## src/rtl/hex_scan_pkg.sv

```systemverilog
// Shared constants and types for the multiplexed hex seven-segment scanner.
// Segment encodings are active-low, bit0 = a ... bit6 = g.
package hex_scan_pkg;

  localparam logic [6:0] SEG_OFF = 7'h7F;
  localparam logic [7:0] AN_OFF  = 8'hFF;

  // Index n holds the glyph for hex digit n (entry 0 is the rightmost element).
  localparam logic [15:0][6:0] SEG_TABLE = {
    7'h0E, 7'h06, 7'h21, 7'h46, 7'h03, 7'h08, 7'h10, 7'h00,
    7'h78, 7'h02, 7'h12, 7'h19, 7'h30, 7'h24, 7'h79, 7'h40
  };

  // Everything that must stay coherent for a whole frame.
  typedef struct packed {
    logic [31:0] value;
    logic [7:0]  dp_mask;
    logic        blank_lz;
  } shadow_t;

endpackage

```

## src/rtl/hex7seg_decode.sv

```systemverilog
// Combinational hex nibble to active-low seven-segment lookup.
module hex7seg_decode
  import hex_scan_pkg::*;
(
  input  logic [3:0] nibble,
  output logic [6:0] seg_n
);

  assign seg_n = SEG_TABLE[nibble];

endmodule

```

## src/rtl/hex_scan_display.sv

```systemverilog
// 8-digit common-anode hex scanner with frame shadowing, leading-zero
// blanking, decimal points, 8-level PWM and a dead cycle at each digit switch.
module hex_scan_display
  import hex_scan_pkg::*;
#(
  parameter int unsigned SCAN_DIV = 50000
) (
  input  logic        clk,
  input  logic        rst_n,
  input  logic [31:0] value,
  input  logic [7:0]  dp_mask,
  input  logic        blank_lz,
  input  logic [2:0]  bright,
  output logic [6:0]  seg_n,
  output logic        dp_n,
  output logic [7:0]  an_n
);

  localparam int unsigned PW   = $clog2(SCAN_DIV);
  localparam int unsigned LW   = PW + 1;
  localparam int unsigned SLOT = SCAN_DIV / 8;

  logic [PW-1:0] pre;
  logic [2:0]    idx;
  shadow_t       shd;
  logic          pre_wrap;
  logic          frame_wrap;

  assign pre_wrap   = (pre == PW'(SCAN_DIV - 1));
  assign frame_wrap = pre_wrap && (idx == 3'd7);

  always_ff @(posedge clk or negedge rst_n) begin
    if (!rst_n) begin
      pre <= '0;
      idx <= '0;
      shd <= '0;
    end else begin
      pre <= pre_wrap ? '0 : pre + 1'b1;
      if (pre_wrap) idx <= idx + 3'd1;
      // Shadow load shares the edge with the 7->0 wrap, so digit 0 of the
      // new frame already sees the new sample.
      if (frame_wrap) shd <= '{value: value, dp_mask: dp_mask, blank_lz: blank_lz};
    end
  end

  logic [3:0] nibble;
  logic [6:0] glyph_n;

  assign nibble = shd.value[{idx, 2'b00} +: 4];

  hex7seg_decode u_decode (
    .nibble (nibble),
    .seg_n  (glyph_n)
  );

  // blank_mask[i] is set when nibbles 7..i are all zero; digit 0 never blanks.
  logic [7:0] blank_mask;
  logic       zero_run;

  always_comb begin
    zero_run   = 1'b1;
    blank_mask = '0;
    for (int i = 7; i >= 1; i--) begin
      zero_run      = zero_run & (shd.value[4*i +: 4] == 4'h0);
      blank_mask[i] = zero_run & shd.blank_lz;
    end
  end

  // sub <= bright is the same as pre < (bright+1)*SLOT, which avoids a divider.
  logic [LW-1:0] on_limit;
  logic          digit_on;

  assign on_limit = LW'((32'(bright) + 32'd1) * SLOT);
  assign digit_on = (pre != '0) && ({1'b0, pre} < on_limit);

  logic [7:0] an_next;
  logic [6:0] seg_next;
  logic       dp_next;

  always_comb begin
    an_next  = AN_OFF;
    seg_next = SEG_OFF;
    dp_next  = 1'b1;
    if (digit_on) begin
      an_next = ~(8'h01 << idx);
      if (!blank_mask[idx]) begin
        seg_next = glyph_n;
        dp_next  = ~shd.dp_mask[idx];
      end
    end
  end

  always_ff @(posedge clk or negedge rst_n) begin
    if (!rst_n) begin
      an_n  <= AN_OFF;
      seg_n <= SEG_OFF;
      dp_n  <= 1'b1;
    end else begin
      an_n  <= an_next;
      seg_n <= seg_next;
      dp_n  <= dp_next;
    end
  end

endmodule

```

## config.mk

```make
export PLATFORM = sky130hd
export DESIGN_NAME = hex_scan_display
export DESIGN_NICKNAME = d
export VERILOG_FILES = /design/src/rtl/hex_scan_pkg.sv /design/src/rtl/hex7seg_decode.sv /design/src/rtl/hex_scan_display.sv
export SDC_FILE = /design/constraint.sdc
export NUM_CORES = 1
export LEC_CHECK = 0
export CELL_PAD_IN_SITES_DETAIL_PLACEMENT = 2
export CELL_PAD_IN_SITES_GLOBAL_PLACEMENT = 2
export CORE_ASPECT_RATIO = 0.75
export CORE_MARGIN = 3
export CORE_UTILIZATION = 34
export CTS_CLUSTER_SIZE = 12
export DETAILED_ROUTE_END_ITERATION = 8
export GPL_ROUTABILITY_DRIVEN = 0
export PLACE_DENSITY = 0.78
export SETUP_SLACK_MARGIN = 0.2
export SLEW_MARGIN = 20
export SYNTH_ARGS = -nofsm -noshare
export SYNTH_HDL_FRONTEND = slang
export SYNTH_SLANG_ARGS = --single-unit
```

## constraint.sdc

```tcl
create_clock -name clk -period 4 [get_ports clk]
set_input_delay 1.2 -clock clk [delete_from_list [all_inputs] [get_ports clk]]
set_output_delay 1.2 -clock clk [all_outputs]
set_load 0.01 [all_outputs]
```

==> impl_metrics.env <==
export IMPL_vdd_ir_drop_max_mv=0.217
export IMPL_synth_simple_area_share_pct=10.2
export IMPL_initial_core_util_pct=35.9
export IMPL_multiInputGateArea_mm2=0.00272
export IMPL_worst_r2r_endpoint="shd[24]$_DFFE_PN0P_"
export IMPL_cts_root_buf="clkbuf_16"
export IMPL_groute_usage_overall_pct=21.2
export IMPL_synth_area_leaders="dfrtp_1 (33%), mux2_4 (13%), ha_1 (12%)"
export IMPL_drive_gt1_share_pct=35.4
export IMPL_p_clk_share_pct=42.1
export IMPL_antenna_left=0
export IMPL_grt_pass1_vias=3960
export IMPL_die_w_um=139
export IMPL_hold_depth=1
export IMPL_critical_path_class="in -> reg"
export IMPL_p_sw_share_pct=25.8
export IMPL_cp_end_kind="register"
export IMPL_ys_warn_count=0
export IMPL_cellLeakagePower_nw=2.77
export IMPL_synth_xor_area_share_pct=5.73
export IMPL_hold_class="reg -> reg"
export IMPL_finalNonFillerCells=644
export IMPL_clock_path_buffers=2
export IMPL_min_period_ns=4.32
export IMPL_synth_cell_type_count=46
export IMPL_powerDensity_mw_per_mm2=350
export IMPL_cts_tree="done"
export IMPL_synth_top_family_by_area="multiplexers"
export IMPL_drt_iter0_markers=164
export IMPL_drv_cap=0
export IMPL_p_comb_share_pct=19.5
export IMPL_p_sw_mw=0.555
export IMPL_n_antenna_cell=0
export IMPL_place_port_buffers=61
export IMPL_io_pins=62
export IMPL_htree_num_levels=3
export IMPL_fin_crit_sh_pct=108
export IMPL_clock_skew_ns=0.00742
export IMPL_yosys_cell_count_top_type="dfrtp_1"
export IMPL_first_pass_iters=4
export IMPL_outcome="finished, violations left"
export IMPL_area_growth_pct=35.6
export IMPL_yosysSeqAreaShare_pct=42.3
export IMPL_routedWlPerCell_um=23.9
export IMPL_grt_antenna_before_repair=0
export IMPL_die_h_um=106
export IMPL_syn_area_mm2=0.00454
export IMPL_worstPathRequired_ns=4.24
export IMPL_vias_per_cell=5.34
export IMPL_dp_slack_ns=-1.10
export IMPL_max_freq_ghz=0.231
export IMPL_clock_sinks=76
export IMPL_async_flop_share_pct=100
export IMPL_path_max_fanout=7
export IMPL_yosysTopAreaCell="dfrtp_1"
export IMPL_p_int_mw=1.60
export IMPL_yosys_area_share_adder_pct=11.9
export IMPL_r2r_worst_path_cells=6
export IMPL_grt_start_max_net_pins=42
export IMPL_grt_pass1_wl_mm=24.2
export IMPL_nNetsFinal=562
export IMPL_r2r_start="pre[10]$_DFF_PN0_"
export IMPL_holdCritStartpoint="shd[8]$_DFFE_PN0P_"
export IMPL_slew_headroom_pct=33.5
export IMPL_synth_edf_count=0
export IMPL_synthFlopType="dfrtp_1"
export IMPL_synth_top_area_share_pct=33.1
export IMPL_dp_hpwl_mm=10.3
export IMPL_placedCellCount=614
export IMPL_ff_latch_area_mm2=0.00192
export IMPL_hold_path_end="shd[8]$_DFFE_PN0P_"
export IMPL_clkLatencyLatePin_ns=0.34
export IMPL_rsz0062_at_grt="true"
export IMPL_worstMarginPinSlew_ns=0.970
export IMPL_die_area_mm2=0.0148
export IMPL_reg2reg_slack_ns=1.09
export IMPL_syn_nets=460
export IMPL_numCtsBuffers=9
export IMPL_slew_viol_final=0
export IMPL_violations="negative setup slack"
export IMPL_setup_violations=16
export IMPL_muxShareOfSynthArea_pct=20.0
export IMPL_vias=3442
export IMPL_rows=35
export IMPL_ys_seq_elements=76
export IMPL_grt_overflow_total=0
export IMPL_seqPwrFrac_pct=38.3
export IMPL_routed_wl_mm=15.4
export IMPL_drc=0
export IMPL_arrival_ns=4.57
export IMPL_cts_clk_slew_worst_paths_ns=0.06
export IMPL_fillers=1233
export IMPL_startpoint_type="input port"
export IMPL_avgSynthCellArea_um2=12.2
export IMPL_core_area_mm2=0.0127
export IMPL_synth_compound_area_share_pct=6.81
export IMPL_final_hold_viol_count=0
export IMPL_synth_common_cells="dfrtp_1 (60), ha_1 (43), mux2_4 (40), nand2_1 (27)"
export IMPL_fin_ws_ns=-0.323
export IMPL_synthCells=371
-- layout make-up --
class                      count  area share [%]
tap                          166            3.37
timing repair buffer         101            14.9
sequential                    76            31.2
multi-input combinational    271            44.1
inverter                      14           0.976
clock buffer                  10            3.88
clock inverter                 6            1.52
-- logic make-up (layout without fill, tap and decap cells) --
group	Yosys count	count (layout)
AND/OR/NAND/NOR	93	93
buffers and inverters	25	131
flip-flops	76	76
XOR/XNOR	28	28
AO/OA/AOI/OAI	48	49
multiplexers	58	58
adder cells (fa/ha/maj)	43	43
-- through the flow --
| stage | total power, mW | hold slack, ns | area (um^2) | util, % | TNS, ns |
|---|---|---|---|---|---|
| floorplan | 1.01 | 0.473 | 4640 | - | -3.96 |
| global placement | 1.16 | 0.490 | 5550 | 43.8 | -14.02 |
| detailed placement | 1.18 | 0.504 | 5550 | 43.8 | -16.73 |
| CTS | 2.14 | 0.516 | 6090 | 48.1 | -1.96 |
| global route | 2.25 | 0.549 | 6160 | 48.6 | -6.58 |
| finish | 2.15 | 0.516 | 6160 | 48.6 | -4.14 |
-- state kept, by name (all words and copies together) (netlist names) --
name	flops
seg_n	7
an_n	8
idx	3
shd	41
dp_n	1
pre	16
-- cell usage in the layout (no fill, tap or decap), types with 6 or more instances in the layout --
cell             instances
mux2_4                  40
xnor2_1                 15
o21ai_0                  7
nand3_1                 11
a21oi_1                  7
nor2_1                  15
dfstp_2                 16
mux4_2                  10
nand2_1                 26
ha_1                    34
buf_4                   39
ha_4                     7
inv_1                   10
nand4_1                  8
xor2_1                  11
clkdlybuf4s50_1         57
mux2i_1                  6
dfrtp_1                 60
nor4_1                   6
clkbuf_16                9
-- routing by layer --
layer  wire length (um)  track usage [%]
met2               7670             36.5
met4                104             3.42
met3                519             4.32
met5                  0                0
met1               7120             28.3
-- power groups by stage --
| stage | Combinational, mW | Sequential [mW] | Clock (mW) |
|---|---|---|---|
| final | 0.421 | 0.826 | 0.907 |
| after global routing | 0.458 | 0.829 | 0.960 |
| after CTS | 0.386 | 0.826 | 0.923 |
| after detailed placement | 0.339 | 0.838 | 0 |
| after global placement | 0.323 | 0.835 | 0 |
| after floorplan | 0.178 | 0.832 | 0 |
-- critical path, cell delays in order --
cell	delay, ns
buf_8	0.10
buf_6	0.12
inv_8	0.05
ha_4	0.22
ha_4	0.29
ha_4	0.20
ha_4	0.23
a21oi_2	0.14
o21ai_2	0.07
a21o_1	0.20
a21oi_2	0.16
xnor2_1	0.14
ha_1	0.28
a21o_1	0.18
a21o_1	0.18
a21oi_2	0.14
o21ai_2	0.08
a211oi_2	0.23
buf_4	0.21
o211ai_1	0.14
-- worst max-delay path by stage --
| stage | from | to | slack, ns | cells past startpoint |
|---|---|---|---|---|
| 4_1_cts | bright[0] | seg_n[4]$_DFF_PN1_ | -0.21 | 20 |
| 3_5_place_dp | bright[0] | seg_n[4]$_DFF_PN1_ | -1.10 | 19 |
| 5_1_grt | bright[0] | seg_n[4]$_DFF_PN1_ | -0.50 | 20 |
| 2_1_floorplan | bright[0] | seg_n[1]$_DFF_PN1_ | -0.35 | 18 |
| 6_report | bright[0] | seg_n[4]$_DFF_PN1_ | -0.32 | 20 |
| 3_3_place_gp | bright[0] | seg_n[6]$_DFF_PN1_ | -0.95 | 20 |
-- timing repair --
item                                    in CTS  in global routing
pin swaps                                   25                  7
gates resized for setup                     41                 12
cloned                                       1                  0
endpoints found under the hold margin        0                  0
buffers inserted                            12                  1
endpoints found under the setup margin      16                 16
hold buffers                                 0                  0
No activity file was read; power rests on OpenSTA's default activity.
